--- src/rtl/receptor_pulsos.sv ---
// Button-pulse receiver: width-qualified edge capture into a saturating event counter
// with read-and-clear. Macro RECEPTOR_PULSOS_WIDTH_CHECK_EN enables minimum-width qualification.
module receptor_pulsos #(
  parameter int unsigned MIN_WIDTH = 4,
  parameter int unsigned CNT_W     = 8
) (
  input  logic             clk_i,
  input  logic             rst_i,
  input  logic             pulse_i,
  input  logic             rd_i,
  output logic [CNT_W-1:0] count_o,
  output logic             pending_o,
  output logic [CNT_W:0]   data_o,
  output logic             valid_o
);

  if (MIN_WIDTH < 2 || MIN_WIDTH > 255 || CNT_W < 1 || CNT_W > 16) begin : g_param_check
    $error("receptor_pulsos: MIN_WIDTH or CNT_W out of range");
  end

  typedef enum logic [1:0] {
    IDLE,
`ifdef RECEPTOR_PULSOS_WIDTH_CHECK_EN
    MEASURE,
`endif
    WAIT_LOW
  } state_t;

  state_t           state_q, state_d;
  logic             pulse_prev;
  logic [CNT_W-1:0] count_q, count_d;
  logic             ovf_q, ovf_d;
  logic             rise;
  logic             accept;
`ifdef RECEPTOR_PULSOS_WIDTH_CHECK_EN
  logic [7:0]       wcnt_q, wcnt_d;
`endif

  assign rise = pulse_i & ~pulse_prev;

  always_comb begin
    state_d = state_q;
    accept  = 1'b0;
`ifdef RECEPTOR_PULSOS_WIDTH_CHECK_EN
    wcnt_d  = wcnt_q;
`endif
    case (state_q)
      IDLE: begin
        if (rise) begin
`ifdef RECEPTOR_PULSOS_WIDTH_CHECK_EN
          wcnt_d  = 8'd1;
          state_d = MEASURE;
`else
          accept  = 1'b1;
          state_d = WAIT_LOW;
`endif
        end
      end
`ifdef RECEPTOR_PULSOS_WIDTH_CHECK_EN
      MEASURE: begin
        if (!pulse_i) begin
          state_d = IDLE;
        end else if (({1'b0, wcnt_q} + 9'd1) == 9'(MIN_WIDTH)) begin
          accept  = 1'b1;
          state_d = WAIT_LOW;
        end else begin
          wcnt_d  = wcnt_q + 8'd1;
        end
      end
`endif
      WAIT_LOW: begin
        if (!pulse_i) state_d = IDLE;
      end
      default: state_d = IDLE;
    endcase
  end

  // A read clears the counter, but an event accepted on the same edge still counts as one.
  always_comb begin
    count_d = count_q;
    ovf_d   = ovf_q;
    if (rd_i) begin
      count_d = accept ? CNT_W'(1) : '0;
      ovf_d   = 1'b0;
    end else if (accept) begin
      if (count_q != '1) count_d = count_q + CNT_W'(1);
      else               ovf_d   = 1'b1;
    end
  end

  always_ff @(posedge clk_i) begin
    if (rst_i) begin
      state_q    <= IDLE;
      pulse_prev <= 1'b1;
      count_q    <= '0;
      ovf_q      <= 1'b0;
      data_o     <= '0;
      valid_o    <= 1'b0;
`ifdef RECEPTOR_PULSOS_WIDTH_CHECK_EN
      wcnt_q     <= '0;
`endif
    end else begin
      state_q    <= state_d;
      pulse_prev <= pulse_i;
      count_q    <= count_d;
      ovf_q      <= ovf_d;
      valid_o    <= rd_i;
      if (rd_i) data_o <= {ovf_q, count_q};
`ifdef RECEPTOR_PULSOS_WIDTH_CHECK_EN
      wcnt_q     <= wcnt_d;
`endif
    end
  end

  assign count_o   = count_q;
  assign pending_o = (count_q != '0) | ovf_q;

endmodule
--- config.mk ---
export PLATFORM = sky130hd
export DESIGN_NAME = receptor_pulsos
export DESIGN_NICKNAME = d
export VERILOG_FILES = /design/src/rtl/receptor_pulsos.sv
export SDC_FILE = /design/constraint.sdc
export NUM_CORES = 1
export LEC_CHECK = 0
export ABC_AREA = 1
export CAP_MARGIN = 30
export CORE_MARGIN = 4
export CORE_UTILIZATION = 30
export DETAILED_ROUTE_END_ITERATION = 10
export GPL_ROUTABILITY_DRIVEN = 0
export PLACE_DENSITY = 0.5
export SYNTH_ARGS = -nofsm -noshare
export SYNTH_HDL_FRONTEND = slang
export SYNTH_SLANG_ARGS = --single-unit
--- constraint.sdc ---
create_clock -name clk_i -period 1.5 [get_ports clk_i]
set_clock_uncertainty 0.05 [all_clocks]
set_input_delay 0.15 -clock clk_i [delete_from_list [all_inputs] [get_ports clk_i]]
set_output_delay 0.15 -clock clk_i [all_outputs]
set_load 0.02 [all_outputs]
==> metrics.md <==
| Metric | Value |
|---|---|
| Status | completed |
| Psw | 271 µW |
| Critical Path AT | 1.23 ns |
| CTS tree | built |
| CP endpoint kind | output port |
| First-pass GRT wire length | 4200 µm |
| Final period util | 95.2% |
| Die X-Extent | 65.4 µm |
| Average cell area after synthesis | 7.66 µm² |
| Vias per inst | 4.39 |
| Num CTS Buffers | 3 |
| Synthesized area | 988 µm² |
| Yosys Warn Count | 0 |
| P&R area growth vs syn | 41.9% |
| Critical path type | register to output port |
| DRT iter0 DRCs | 27 |
| Non-Filler Instances | 209 |
| Initial antenna violation count | 0 |
| Max-cap violations | 0 |
| Worst reg-to-reg setup slack | 0.08 ns |
| # DRC | 0 |
| Wirelength per Cell | 11.7 µm |
| Clock share of power | 28.6% |
| DRT antenna net count | 0 |
| Initial Utilization | 31.9% |
| Gr ovfl total | 0 |
| Mapped Cells | 129 |
| First-pass detailed-route iteration total | 4 |
| Filler cells | 367 |
| Aggregate negative setup slack | 0 ns |
| Most common cell after layout, fill and taps aside | nand2_1 |
| Worst-Margin Slew | 0.274 ns |
| Worst EP required | 1.30 ns |
| Slew Limit Fails | 0 |
| Hold Path Class | input port to register |
| Cell Pwr Density | 714 nW/µm² |
| Final WL | 2440 µm |
| Core Box Area | 3100 µm² |
| Nets | 172 |
| Startpoint Class | register |
| Core Util, Final | 45.2% |
| Reg area | 423 µm² |
| Die Y-Extent | 65.4 µm |
| Part of the power in registers | 57.8% |
| Share of cells above drive strength 1 | 18.8% |
| Clk_lat worst skew | 0.32 ns |
| Total Routing Usage GR | 12.8% |
| FP Rows | 20 |
| Tmin final | 1.43 ns |
| HPWL Detailed | 1900 µm |
| CP max stage cell | clkdlybuf4s50_1 |
| Worst VDD drop | 0.000322 V |
| Number of port buffers | 22 |
| Final setup fails | 0 |
| Top delay family on crit path | buffers and inverters |
| Area of the multi-input gates | 504 µm² |
| Diodes inserted | 0 |
| Non-Filler Cell Area, Final | 1400 µm² |
| Clock slew at reported path FFs | 0.11 ns |
| CP Cell Sequence | clkdlybuf4s50_1 |
| Max FO, Critical Path | 1 |
| RSZ-0062 raised after global routing | false |
| Most frequent cells in the layout | nand2_1 (30), dfxtp_1 (19), inv_1 (18) |
| Synth Register Bits | 21 |
| H-tree levels | 1 |
| Slew HR | 81.7% |
| Area after DPL | 1350 µm² |
| IO Count | 23 |
| Post-synth cell types | 20 |
| Largest net degree at the start of global routing | 16 |
| CTS Sinks | 21 |
| Fmax | 700 MHz |
| Leak pwr | 0.000826 µW |
| Via count | 917 |
| Syn Nets | 135 |
| Vias in the first global route | 948 |
| Hold Slack | 0.378 ns |
| Comb power frac | 13.6% |
| Bufs and invs on worst path | 1 |
| Switch share | 27.1% |
| CTS root buffer | clkbuf_4 |
| Sequential share of the synthesized area | 42.5% |
| CTS Buffer Depth | 2 |
| Die ar. | 4280 µm² |
| Placed Instances | 205 |
| Internal Power | 730 µW |
| Endpoints failing hold | 0 |
| Crit-path max cell delay | 0.59 ns |
-- per-layer routing --
metal / track usage [%] / routed length [µm] / part of all wire (%) / vias up
li1: - / - / - / 482
met2: 21.2 / 1080 / 44 / 19
met3: 2.22 / 79 / 3.2 / 5
met5: 0 / 0 / 0 / -
met1: 15.5 / 1230 / 50 / 411
met4: 6.99 / 52 / 2.1 / 0
-- cell usage after synthesis (all sizes together) --
master | count | share of area, %
nor4 | 1 | 0.63
o21ai | 13 | 6.6
ha | 2 | 2.5
buf | 1 | 0.51
nand3 | 13 | 6.6
a21oi | 7 | 3.5
a211oi | 1 | 0.76
dfxtp | 21 | 43
inv | 19 | 7.2
nand4 | 2 | 1.3
nand2 | 36 | 19
nor2 | 13 | 9.2
-- layout make-up --
class | instances | area share, %
inverters | 19 | 5.08
clock buffers | 4 | 1.87
well taps | 44 | 3.93
repair buffers | 33 | 23.0
multi-input cells | 88 | 35.9
flip-flops and latches | 21 | 30.2
-- sequential cells by signal, indices dropped and copies added (netlist names) --
register    cells
data_o          9
count_o         8
ovf_q           1
pulse_prev      1
state_q         1
valid_o         1
-- metrics by stage --
| step | power, µW | setup slack, ns |
|---|---|---|
| global route | 1050 | 0.00755 |
| floorplan | 667 | 0.0234 |
| finish | 1000 | 0.0724 |
| detailed placement | 738 | 0.0280 |
| global placement | 737 | 0.0372 |
| CTS | 1010 | 0.000969 |
-- worst paths after layout --
kind                                start                      end  cells past startpoint
setup / recovery       valid_o$_SDFF_PP0_                  valid_o                      1
hold / removal                    pulse_i  state_q[0]$_SDFFE_PP0P_                      3
setup reg to reg  count_o[0]$_SDFFE_PP0P_  count_o[7]$_SDFFE_PP0P_                      9
hold reg to reg    data_o[8]$_SDFFE_PP0P_   data_o[8]$_SDFFE_PP0P_                      2
-- power groups by stage --
stage          logic (µW)  registers (µW)  clock network, µW
2_1_floorplan        64.1             603                  0
3_3_place_gp          146             591                  0
3_5_place_dp          146             591                  0
4_1_cts               142             579                292
5_1_grt               152             581                315
6_report              136             579                286
-- logic make-up after synthesis --
family	Yosys count	share of synthesized area, %
compound gates	21	10.9
flops	21	42.5
fa+ha+maj	2	2.53
simple gates	65	36.3
buf+inv	20	7.72
-- timing repair --
action                                  4_1_cts  5_1_grt
gates resized for setup                      12       14
hold buffers                                  0        0
endpoints found under the setup margin        9       18
setup buffers                                 0        0
pin swaps                                     0        1
-- worst min-delay path, delay by kind of cell --
kind	cells	cell delay, ns
buf+inv	2	0.51
compound gates	1	0.05
Note: power is estimated with default switching activity, not from simulation.
